--- src/rtl/instr_encoder.sv ---
// Program-image builder: encodes instruction requests into 32-bit ARM words and
// writes them into instruction memory, followed by a terminator word on finish.
module instr_encoder #(
  parameter int          ADDR_W    = 6,
  parameter logic [31:0] TERM_WORD = 32'hE1A00000
) (
  input  logic              clk,
  input  logic              rst_n,
  input  logic              start,
  input  logic              finish,
  input  logic              req_valid,
  output logic              req_ready,
  input  logic [2:0]        req_kind,
  input  logic              req_imm_sel,
  input  logic [3:0]        req_rd,
  input  logic [3:0]        req_rn,
  input  logic [3:0]        req_rm,
  input  logic [11:0]       req_imm,
  input  logic [4:0]        req_shamt,
  input  logic [1:0]        req_sh,
  output logic              imem_we,
  output logic [ADDR_W-1:0] imem_addr,
  output logic [31:0]       imem_wdata,
  output logic              busy,
  output logic              done,
  output logic [ADDR_W:0]   prog_len
);

  typedef enum logic [1:0] {
    S_IDLE = 2'd0,
    S_LOAD = 2'd1,
    S_TERM = 2'd2,
    S_DONE = 2'd3
  } state_t;

  // Last slot (all ones) is held back for the terminator word.
  localparam logic [ADDR_W-1:0] LAST_SLOT = '1;

  state_t              state_q, state_d;
  logic [ADDR_W-1:0]   ptr_q, ptr_d;
  logic                we_q, we_d;
  logic [ADDR_W-1:0]   addr_q, addr_d;
  logic [31:0]         wdata_q, wdata_d;
  logic [ADDR_W:0]     len_q, len_d;
  logic                accept;
  logic [31:0]         enc_word;

  function automatic logic [31:0] encode(
    input logic [2:0]  kind,
    input logic        imm_sel,
    input logic [3:0]  rd,
    input logic [3:0]  rn,
    input logic [3:0]  rm,
    input logic [11:0] imm,
    input logic [4:0]  shamt,
    input logic [1:0]  sh
  );
    logic [1:0]  op;
    logic [5:0]  funct;
    logic [3:0]  cmd;
    logic [3:0]  rd_f;
    logic [3:0]  rn_f;
    logic [11:0] src2;
    cmd = 4'b0000;
    unique case (kind)
      3'd0:    cmd = 4'b0000;
      3'd1:    cmd = 4'b0100;
      3'd2:    cmd = 4'b0010;
      3'd3:    cmd = 4'b1100;
      3'd4:    cmd = 4'b1010;
      3'd5:    cmd = 4'b1101;
      default: cmd = 4'b0000;
    endcase
    if (kind[2:1] == 2'b11) begin
      // Memory transfer: immediate offset, pre-index, add, word, no writeback.
      op    = 2'b01;
      funct = {1'b0, 1'b1, 1'b1, 1'b0, 1'b0, ~kind[0]};
      rd_f  = rd;
      rn_f  = rn;
      src2  = imm;
    end else begin
      op    = 2'b00;
      funct = {imm_sel, cmd, (kind == 3'd4)};
      rd_f  = (kind == 3'd4) ? 4'd0 : rd;
      rn_f  = (kind == 3'd5) ? 4'd0 : rn;
      src2  = imm_sel ? imm : {shamt, sh, 1'b0, rm};
    end
    return {4'hE, op, funct, rn_f, rd_f, src2};
  endfunction

  assign req_ready = (state_q == S_LOAD) && (ptr_q != LAST_SLOT);
  assign accept    = req_valid && req_ready;
  assign enc_word  = encode(req_kind, req_imm_sel, req_rd, req_rn, req_rm,
                            req_imm, req_shamt, req_sh);

  always_comb begin
    state_d = state_q;
    ptr_d   = ptr_q;
    we_d    = 1'b0;
    addr_d  = addr_q;
    wdata_d = wdata_q;
    len_d   = len_q;
    if (start) begin
      state_d = S_LOAD;
      ptr_d   = '0;
      len_d   = '0;
    end else begin
      unique case (state_q)
        S_LOAD: begin
          if (accept) begin
            we_d    = 1'b1;
            addr_d  = ptr_q;
            wdata_d = enc_word;
            ptr_d   = ptr_q + ADDR_W'(1);
          end
          if (finish) state_d = S_TERM;
        end
        S_TERM: begin
          we_d    = 1'b1;
          addr_d  = ptr_q;
          wdata_d = TERM_WORD;
          len_d   = {1'b0, ptr_q} + (ADDR_W + 1)'(1);
          state_d = S_DONE;
        end
        default: ;
      endcase
    end
  end

  always_ff @(posedge clk or negedge rst_n) begin
    if (!rst_n) begin
      state_q <= S_IDLE;
      ptr_q   <= '0;
      we_q    <= 1'b0;
      addr_q  <= '0;
      wdata_q <= '0;
      len_q   <= '0;
    end else begin
      state_q <= state_d;
      ptr_q   <= ptr_d;
      we_q    <= we_d;
      addr_q  <= addr_d;
      wdata_q <= wdata_d;
      len_q   <= len_d;
    end
  end

  assign imem_we    = we_q;
  assign imem_addr  = addr_q;
  assign imem_wdata = wdata_q;
  assign busy       = (state_q == S_LOAD) || (state_q == S_TERM);
  assign done       = (state_q == S_DONE);
  assign prog_len   = len_q;

endmodule
--- config.mk ---
export PLATFORM = sky130hd
export DESIGN_NAME = instr_encoder
export DESIGN_NICKNAME = d
export VERILOG_FILES = /design/src/rtl/instr_encoder.sv
export SDC_FILE = /design/constraint.sdc
export NUM_CORES = 1
export LEC_CHECK = 0
export ABC_AREA = 1
export ABC_CLOCK_PERIOD_IN_PS = 2500
export CAP_MARGIN = 20
export CELL_PAD_IN_SITES_DETAIL_PLACEMENT = 0
export CELL_PAD_IN_SITES_GLOBAL_PLACEMENT = 1
export CORE_UTILIZATION = 36
export CTS_CLUSTER_DIAMETER = 30
export DETAILED_ROUTE_END_ITERATION = 12
export GPL_ROUTABILITY_DRIVEN = 0
export GPL_TIMING_DRIVEN = 0
export PLACE_DENSITY = 0.89
export SETUP_SLACK_MARGIN = 0.1
export SKIP_CTS_REPAIR_TIMING = 1
export SLEW_MARGIN = 20
export SYNTH_ARGS = -nofsm -noshare
export SYNTH_HDL_FRONTEND = slang
export SYNTH_SLANG_ARGS = --single-unit
--- constraint.sdc ---
create_clock -name clk -period 2.5 [get_ports clk]
set_clock_uncertainty 0.05 [all_clocks]
set_input_delay 0.5 -clock clk [delete_from_list [all_inputs] [get_ports clk]]
set_output_delay 0.5 -clock clk [all_outputs]
set_load 0.03 [all_outputs]
After elaboration in Yosys (flattened, before gate mapping)
Cells that the tools add are included.
{ "totals": {"register_bits": 54, "inputBits": 40, "out_inout_bits": 49, "elab_cells": 57} }
{ "op_classes": {"addsub": 2, "eq_ne": 12, "n_mux": 24, "bitwise_logic": 2, "reduce_logical": 11} }
{ "ops": {"columns": ["operator", "n"], "rows": [
  ["$pmux 32 s2", 1],
  ["$mux 32", 1],
  ["$mux 6", 5],
  ["$mux 12", 2],
  ["$pmux 4 s5", 1],
  ["$mux 4", 4],
  ["$mux 7", 2],
  ["$pmux 6 s2", 1],
  ["$reduce_bool 2->1", 4],
  ["$add 6x1->7 const B", 1],
  ["$add 6x1->6 const B", 1],
  ["$eq 2x2->1 const B", 3],
  ["$eq 3x2->1 const B", 2],
  ["$eq 3x3->1 const B", 2],
  ["$ne 6x6->1 const B", 1],
  ["$mux 2", 2],
  ["$pmux 2 s2", 1],
  ["$reduce_and 2->1", 2],
  ["$eq 3x1->1 const B", 1],
  ["$mux 1", 3],
  ["$ne 3x3->1 const B", 1],
  ["$reduce_and 3->1", 1],
  ["$reduce_bool 3->1", 1],
  ["$eq 2x1->1 const B", 1],
  ["other kinds (5)", 7]
]} }

Longest topological paths before layout
Gate-level depths: netlist of the first run.
{ "logic_depth": {"word_depth": 6, "mapped_depth": 9, "ltp_nobuf": 8} }

Worst setup path after synthesis of the first run
OpenSTA, ideal clock, no wires.
{ "synth_timing": {"kind": "flip-flop to output port", "start": "register ptr_q[0]", "end": "output port req_ready", "arrival_ns": 1.232, "t_required_ns": 1.950, "slack_ns": 0.718, "stages_incl_launch_ff": 5, "n_path_buf": 0, "path_cell_list": "dfrtp_1 ha_1 nand3_4 nor2_4 nor2_1"} }
{ "synth_between": {"elab_chain_cells": 2} }
{ "synth_rtl": {"columns": ["item", "line", "text"], "rows": [
  ["start, declared", "40", "logic [ADDR_W-1:0] ptr_q, ptr_d;"],
  ["start signal, assigned", "140", "ptr_q <= ptr_d;"],
  ["$ne 6x6->1", "91", "assign req_ready = (state_q == S_LOAD) && (ptr_q != LAST_SLOT);"],
  ["$logic_and 1x1->1", "91", null],
  ["end, declared", "12", "output logic req_ready,"]
]} }
No other way between the ends.

Worst setup path in the final report of the first run
Ends and elaborated chain as after synthesis.

==> results of run 1 <==
power by group:
part	switching, mW	total [mW]	internal (mW)
Combinational	0.999	1.71	0.710
Clock	0.270	0.570	0.300
Sequential	0.161	1.20	1.04
Total	1.43	3.48	2.05
cell usage in the layout, fill, tap and decap left out, types with 2 or more instances in the layout:
master	instances
nor2_1	48
a21oi_1	6
nand2_1	71
nor2_4	2
inv_1	28
clkbuf_8	5
conb_1	2
o21ai_0	23
buf_4	8
dfrtp_1	50
clkdlybuf4s50_1	82
nand3_1	46
dlymetal6s2s_1	2
buf_2	8
buf_12	3
clkbuf_1	3
nand2_2	29
ha_1	6
cell type report:
cell class / count / area [um^2]
Fill cell: 764 / 3480
Multi-Input combinational cell: 241 / 1200
Clock buffer: 7 / 76.3
Timing Repair Buffer: 85 / 853
Sequential cell: 50 / 1250
Tap cell: 99 / 124
Buffer: 21 / 173
Inverter: 28 / 105
Clock inverter: 1 / 30.0
routing by layer:
metal / wire length, um / part of all wire, % / track usage, % / up-vias
met4: 50 / 0.72 / 4.04 / 0
met3: 402 / 5.8 / 3.42 / 5
met5: 0 / 0 / 0 / -
met1: 3210 / 46 / 23.4 / 1172
met2: 3270 / 47 / 31.8 / 70
li1: - / - / - / 1248
through the flow:
step | worst slack, ps | instances | utilization (%)
after global routing | 208 | 532 | 52.3
after CTS | -98.6 | 532 | 52.2
after detailed placement | 95.7 | 524 | 50.8
final | 303 | 532 | 52.3
after floorplan | 718 | 340 | -
after global placement | -650 | 524 | 50.8
cells by family (layout without fill, tap and decap cells):
family	after synthesis	after routing	synth area share, %
AOI/OAI and AO/OA	33	33	6.84
adders and majority gates	6	6	2.75
buffers and inverters	49	142	10.2
DFF	50	50	45.9
other	1	2	0.138
and+or+nand+nor	200	200	34.2
worst max-delay path, delay by kind of cell (launching register included):
| family | cells | cell delay [ps] |
|---|---|---|
| AND/OR/NAND/NOR | 3 | 300 |
| adder cells (fa/ha/maj) | 1 | 290 |
| buffers and inverters | 1 | 310 |
| flip-flops | 1 | 440 |
worst min-delay path by stage:
stage,from,slack [ps],depth (start not counted),endpoint
2_1_floorplan,rst_n,150,0,imem_addr[0]
3_3_place_gp,imem_wdata[5],410,2,imem_wdata[5]
3_5_place_dp,imem_wdata[4],410,2,imem_wdata[4]
4_1_cts,rst_n,190,1,imem_wdata[19]
5_1_grt,rst_n,220,1,imem_wdata[21]
6_report,rst_n,170,1,imem_wdata[19]
registers in the layout (all words and copies together), names as in the netlist:
signal      cells
prog_len        7
imem_wdata     28
imem_addr       6
imem_we         1
state_q         2
ptr_q           6
==> flow_metrics.env, run 1 <==
export IMPL_num_io_pins=89
export IMPL_via_per_inst=4.69
export IMPL_die_w_um=89.0
export IMPL_end_kind="primary output"
export IMPL_grt_max_degree=51
export IMPL_start_kind="flip-flop"
export IMPL_ys_seq_elements=50
export IMPL_r2r_slack_ps=610
export IMPL_period_needed_ps=2200
export IMPL_portBuffers=85
export IMPL_drc=0
export IMPL_hold_viol=0
export IMPL_cp_required_ps=1950
export IMPL_rsz0062_at_grt="false"
export IMPL_syn_inst=339
export IMPL_yosys_area_top_type="dfrtp_1"
export IMPL_seq_area_frac_synth_pct=45.9
export IMPL_holdWs_ps=168
export IMPL_relSlewSlack_pct=55.3
export IMPL_tightest_slew_ps=670
export IMPL_clk_pin_slew_ps=90
export IMPL_layout_drive_gt1_share_pct=14.1
export IMPL_dieArea_um2=7930
export IMPL_setup_violations_final=0
export IMPL_grt_remaining_overflow=0
export IMPL_min_path_type="in2async"
export IMPL_post_synth_top_count_cell="nand2_1"
export IMPL_r2r_cells=9
export IMPL_grt_pass1_wl_um=11000
export IMPL_clock_sinks=50
export IMPL_firstDrtPassIters=4
export IMPL_nNetsFinal=478
export IMPL_place_area_um2=3700
export IMPL_synthTopCellsByArea="dfrtp_1 46%, nand2_1 9.8%, nand3_1 8.4%"
export IMPL_antenna_found_initial=0
export IMPL_ys_flop_type="dfrtp_1"
export IMPL_cp_arrival_ps=1650
export IMPL_final_setup_tns_ps=0
export IMPL_clockRootBuffer="clkbuf_8"
export IMPL_finalPower_mw=3.48
export IMPL_crit_start="ptr_q[0]"
export IMPL_ant_nets=0
export IMPL_drtIter0Drc=100
export IMPL_worstPathCellList="ha_1 > nand3_4 > nor2_4 > nor2_1 > dlymetal6s2s_1"
export IMPL_clk_latency_ps=300
export IMPL_slew_violations=0
export IMPL_dp_hpwl_um=5090
export IMPL_yosys_warnings=0
export IMPL_ys_types=25
export IMPL_ys_top_cells_by_count="71 x nand2_1, 50 x dfrtp_1, 48 x nor2_1"
export IMPL_grt_pass1_vias=2372
export IMPL_rows=31
export IMPL_vias=2495
export IMPL_period_share_pct=87.9
export IMPL_crit_end="req_ready"
export IMPL_diodes=0
export IMPL_async_flop_share_pct=100
export IMPL_fmax_mhz=455
export IMPL_h_tree_depth=2
export IMPL_status="complete, no violations"
export IMPL_cpPeakStageDelay_ps=440
export IMPL_p_leak_nw=1.89
export IMPL_cts_buffers=5
export IMPL_synth_area_um2=2730
export IMPL_ir_worst_vdd_uv=355
export IMPL_track_usage_pct=18.2
export IMPL_area_growth_pct=39.9
export IMPL_cellPowerDensity_nw_per_um2=912
export IMPL_r2r_start="state_q[0]"
export IMPL_slowest_stage="dfrtp_1"
export IMPL_worstReg2RegEnd="imem_wdata[11]"
export IMPL_die_y_um=89.0
export IMPL_avgSynthCellArea_um2=8.04
export IMPL_cts_buffer_depth=2
export IMPL_yosysTopAreaCellShare_pct=45.9
export IMPL_maxCapViolCount=0
export IMPL_wl_per_cell_um=13.0
export IMPL_start_util_pct=37.4
export IMPL_cts_tree="built"
export IMPL_synth_edf_count=0
export IMPL_finalInstanceArea_um2=3810
export IMPL_criticalPathCategory="reg2out"
export IMPL_core_um2=7290
export IMPL_drt_total_wl_um=6930
export IMPL_path_max_fanout=6
No activity file was read; power rests on OpenSTA's default activity.
==> run 2, diff against run 1 <==
- CAP_MARGIN: 20 -> 10
- MAX_ROUTING_LAYER: unset -> met4
==> run 2 against run 1 <==
Cell count did not move. First-iteration DRC count grew 7.0%. Wire length is 0.27% higher. Combinational power barely moved. Worst setup slack gained 3.0 ps. Power about the same. Sequential power about the same. Flip-flop and latch count did not move.
==> flow_metrics.env, run 2 (synthesized netlist as in run 1, its figures left out) <==
export IMPL_criticalPathCategory="reg2out"
export IMPL_end_kind="primary output"
export IMPL_ir_worst_vdd_uv=355
export IMPL_clk_latency_ps=300
export IMPL_drtIter0Drc=107
export IMPL_min_path_type="in2async"
export IMPL_cts_tree="built"
export IMPL_clock_sinks=50
export IMPL_cts_buffer_depth=2
export IMPL_final_util_pct=52.3
export IMPL_die_y_um=89.0
export IMPL_largest_reg_flops=28
export IMPL_grt_pass1_vias=2364
export IMPL_period_needed_ps=2190
export IMPL_drc=0
export IMPL_cellPowerDensity_nw_per_um2=912
export IMPL_cp_required_ps=1950
export IMPL_h_tree_depth=2
export IMPL_setup_violations_final=0
export IMPL_rsz0062_at_grt="false"
export IMPL_clk_pin_slew_ps=90
export IMPL_r2r_slack_ps=620
export IMPL_track_usage_pct=18.8
export IMPL_diodes=0
export IMPL_final_setup_tns_ps=0
export IMPL_layout_drive_gt1_share_pct=14.1
export IMPL_core_um2=7290
export IMPL_drt_total_wl_um=6950
export IMPL_clockRootBuffer="clkbuf_8"
export IMPL_rows=31
export IMPL_cts_buffers=5
export IMPL_grt_remaining_overflow=0
export IMPL_grt_pass1_wl_um=11000
export IMPL_ant_nets=0
export IMPL_hold_viol=0
export IMPL_slew_violations=0
export IMPL_portBuffers=85
export IMPL_final_cell_mix="82 x clkdlybuf4s50_1, 71 x nand2_1, 50 x dfrtp_1, 48 x nor2_1, 46 x nand3_1"
export IMPL_cp_arrival_ps=1640
export IMPL_relSlewSlack_pct=55.8
export IMPL_firstDrtPassIters=6
export IMPL_worstReg2RegEnd="imem_wdata[11]"
export IMPL_maxCapViolCount=0
export IMPL_fmax_mhz=456
export IMPL_start_util_pct=37.4
export IMPL_antenna_found_initial=0
export IMPL_period_share_pct=87.8
export IMPL_tightest_slew_ps=663
export IMPL_via_per_inst=4.69
export IMPL_layout_commonest_cell="clkdlybuf4s50_1"
export IMPL_start_kind="flip-flop"
export IMPL_holdWs_ps=167
export IMPL_finalPower_mw=3.48
export IMPL_path_max_fanout=6
export IMPL_nNetsFinal=478
export IMPL_wl_per_cell_um=13.1
export IMPL_dp_hpwl_um=5090
export IMPL_r2r_start="state_q[0]"
export IMPL_r2r_cells=9
export IMPL_grt_max_degree=51
export IMPL_dieArea_um2=7930
export IMPL_num_io_pins=89
export IMPL_vias=2495
export IMPL_area_growth_pct=39.9
export IMPL_die_w_um=89.0
export IMPL_p_leak_nw=1.89
export IMPL_status="complete, no violations"
-- run 2: worst max-delay path: stages (launching register included) --
cell            delay [ps]
dfrtp_1                440
ha_1                   290
nand3_4                130
nor2_4                  50
nor2_1                 120
dlymetal6s2s_1         310
-- run 2: where the power goes --
part	leakage, nW	switching, mW	internal, mW
Clock	0.0524	0.268	0.300
Sequential	0.651	0.162	1.04
Combinational	1.18	1.00	0.710
Total	1.89	1.43	2.05
-- run 2: routing by layer --
layer,global-route usage [%],vias to the layer above,part of all wire (%)
li1,-,1246,-
met4,4.04,0,0.58
met3,3.23,6,5.8
met1,23.8,1165,46
met5,-,-,0
met2,31.6,78,47
-- run 2: worst max path at each step --
stage	start	to	cells past startpoint
2_1_floorplan	ptr_q[0]	req_ready	4
3_3_place_gp	rst_n	prog_len[2]	1
3_5_place_dp	req_kind[2]	imem_wdata[11]	8
4_1_cts	ptr_q[0]	req_ready	5
5_1_grt	ptr_q[0]	req_ready	5
6_report	ptr_q[0]	req_ready	5
-- run 2: area by class of cell --
cell class / instances / area, um^2
Fill cell: 764 / 3480
Sequential cell: 50 / 1250
Multi-Input combinational cell: 241 / 1200
Timing Repair Buffer: 85 / 853
Buffer: 21 / 173
Tap cell: 99 / 124
Inverter: 28 / 105
Clock buffer: 7 / 76.3
Clock inverter: 1 / 30.0
-- run 2: stage by stage --
step                      cells  setup slack [ps]  instance area [um^2]
after floorplan             340               718                  2730
after global placement      524              -650                  3700
after detailed placement    524              95.7                  3700
after CTS                   532             -98.6                  3810
after global routing        532               208                  3810
final                       532               306                  3810
==> run 3, diff against run 2 <==
--- a/config.mk
+++ b/config.mk
@@ -18,3 +18,3 @@
 export MAX_ROUTING_LAYER = met4
-export PLACE_DENSITY = 0.89
+export PLACE_DENSITY_LB_ADDON = 0.1
 export SETUP_SLACK_MARGIN = 0.1
==> constraint.sdc (replaced) <==
create_clock -name clk -period 2.5 [get_ports clk]
set_clock_uncertainty 0.05 [all_clocks]
set_input_delay 0.25 -clock clk [delete_from_list [all_inputs] [get_ports clk]]
set_output_delay 0.25 -clock clk [all_outputs]
set_load 0.03 [all_outputs]
==> run 3 against run 2 <==
Critical path depth shrank 1. Largest cell class unchanged. Maximum frequency grew 2.2%. Register-to-register slack is essentially flat. Non-clock buffer count grew 1. Critical endpoint is now busy. Worst setup slack gained 47 ps. First-iteration DRC count shrank 12%. Clock power grew 6.0%. Count of clock-buffer cells in the layout shrank 2. Wire length shrank 2.1%. Hold slack gained 230 ps. Cell area grew 0.46%.
==> flow_metrics.env, run 3 (synthesized netlist as in run 1, its figures left out) <==
export IMPL_cp_arrival_ps=1850
export IMPL_slew_violations=0
export IMPL_cp_common_cell="inv_1"
export IMPL_die_y_um=89.0
export IMPL_cts_buffers=5
export IMPL_grt_pass1_wl_um=11100
export IMPL_path_delay_family="buffers and inverters"
export IMPL_track_usage_pct=19.0
export IMPL_start_kind="flip-flop"
export IMPL_grt_max_degree=51
export IMPL_firstDrtPassIters=4
export IMPL_p_leak_nw=1.89
export IMPL_cpPeakStageDelay_ps=660
export IMPL_period_needed_ps=2150
export IMPL_wl_per_cell_um=12.8
export IMPL_maxCapViolCount=0
export IMPL_clk_pin_slew_ps=100
export IMPL_grt_pass1_vias=2300
export IMPL_clock_sinks=50
export IMPL_vias=2433
export IMPL_rows=31
export IMPL_dieArea_um2=7930
export IMPL_h_tree_depth=2
export IMPL_setup_violations_final=0
export IMPL_ant_nets=0
export IMPL_cts_buffer_depth=2
export IMPL_clockRootBuffer="clkbuf_8"
export IMPL_layout_drive_gt1_share_pct=14.5
export IMPL_ir_worst_vdd_uv=269
export IMPL_criticalPathCategory="reg2out"
export IMPL_num_io_pins=89
export IMPL_die_w_um=89.0
export IMPL_finalInstanceArea_um2=3830
export IMPL_finalNonFillerCells=533
export IMPL_dp_hpwl_um=5040
export IMPL_layout_commonest_cell="clkdlybuf4s50_1"
export IMPL_drc=0
export IMPL_relSlewSlack_pct=57.2
export IMPL_grt_remaining_overflow=0
export IMPL_portBuffers=85
export IMPL_cellPowerDensity_nw_per_um2=915
export IMPL_start_util_pct=37.4
export IMPL_drt_total_wl_um=6810
export IMPL_worstPathCellList="inv_1 > ha_1 > inv_1 > clkdlybuf4s50_1"
export IMPL_path_max_fanout=4
export IMPL_largest_reg_flops=28
export IMPL_place_area_um2=3700
export IMPL_drtIter0Drc=94
export IMPL_cts_tree="built"
export IMPL_hold_viol=0
export IMPL_min_path_type="in2reg"
export IMPL_final_util_pct=52.5
export IMPL_path_buf_inv=3
export IMPL_antenna_found_initial=0
export IMPL_period_share_pct=85.9
export IMPL_slowest_stage="clkdlybuf4s50_1"
export IMPL_via_per_inst=4.56
export IMPL_cp_required_ps=2200
export IMPL_area_growth_pct=40.5
export IMPL_nNetsFinal=479
export IMPL_end_kind="primary output"
export IMPL_status="complete, no violations"
export IMPL_clk_latency_ps=320
export IMPL_diodes=0
export IMPL_final_cell_mix="83 x clkdlybuf4s50_1, 71 x nand2_1, 50 x dfrtp_1, 48 x nor2_1, 46 x nand3_1"
export IMPL_r2r_slack_ps=630
export IMPL_holdWs_ps=401
export IMPL_fmax_mhz=466
export IMPL_core_um2=7290
export IMPL_dp_cells=524
export IMPL_tightest_slew_ps=640
export IMPL_rsz0062_at_grt="false"
[run 3: cell types whose count changed in the layout (fill, tap and decap cells not counted)]
| cell | delta |
|---|---|
| clkbuf_1 | -2 |
| inv_6 | +2 |
| clkdlybuf4s50_1 | +1 |
| dlygate4sd3_1 | +1 |
| dlymetal6s2s_1 | -1 |
[run 3: final cells by class]
cell class | count | area [um^2]
fillers | 759 | 3460
flip-flops and latches | 50 | 1250
multi-input cells | 241 | 1200
repair buffers | 86 | 861
plain buffers | 21 | 173
well taps | 99 | 124
inverters | 28 | 105
clock buffers | 5 | 68.8
clock inverters | 3 | 47.5
[run 3: worst paths after layout]
path,from,endpoint,cells past startpoint
setup / recovery,state_q[0],busy,4
hold / removal,start,state_q[0],4
setup reg to reg,state_q[0],imem_wdata[1],9
hold reg to reg,imem_wdata[5],imem_wdata[5],2
max in group asynchronous,rst_n,prog_len[4],2
min in group asynchronous,rst_n,imem_wdata[18],2
[run 3: routing by layer]
layer | share of wire (%) | vias up | track usage (%)
met2 | 49 | 58 | 32.6
met5 | 0 | - | -
met3 | 4.3 | 9 | 3.23
li1 | - | 1250 | -
met1 | 46 | 1116 | 23.0
met4 | 1.5 | 0 | 5.92
[run 3: worst min-delay path: cells and delay by family]
family	cells	cell delay, ps
buf+inv	2	220
simple gates	1	180
compound gates	1	90
[run 3: power by group]
group | switching, mW | internal (mW)
registers | 0.158 | 1.04
logic | 0.994 | 0.712
clock network | 0.296 | 0.306
total | 1.45 | 2.06
[run 3: stage by stage]
| step | setup TNS, ps | setup slack [ps] | power (mW) |
|---|---|---|---|
| floorplan | 0 | 940 | 2.24 |
| global placement | -26250 | -530 | 2.93 |
| detailed placement | 0 | 429 | 2.94 |
| CTS | 0 | 134 | 3.55 |
| global route | 0 | 278 | 3.72 |
| finish | 0 | 352 | 3.50 |
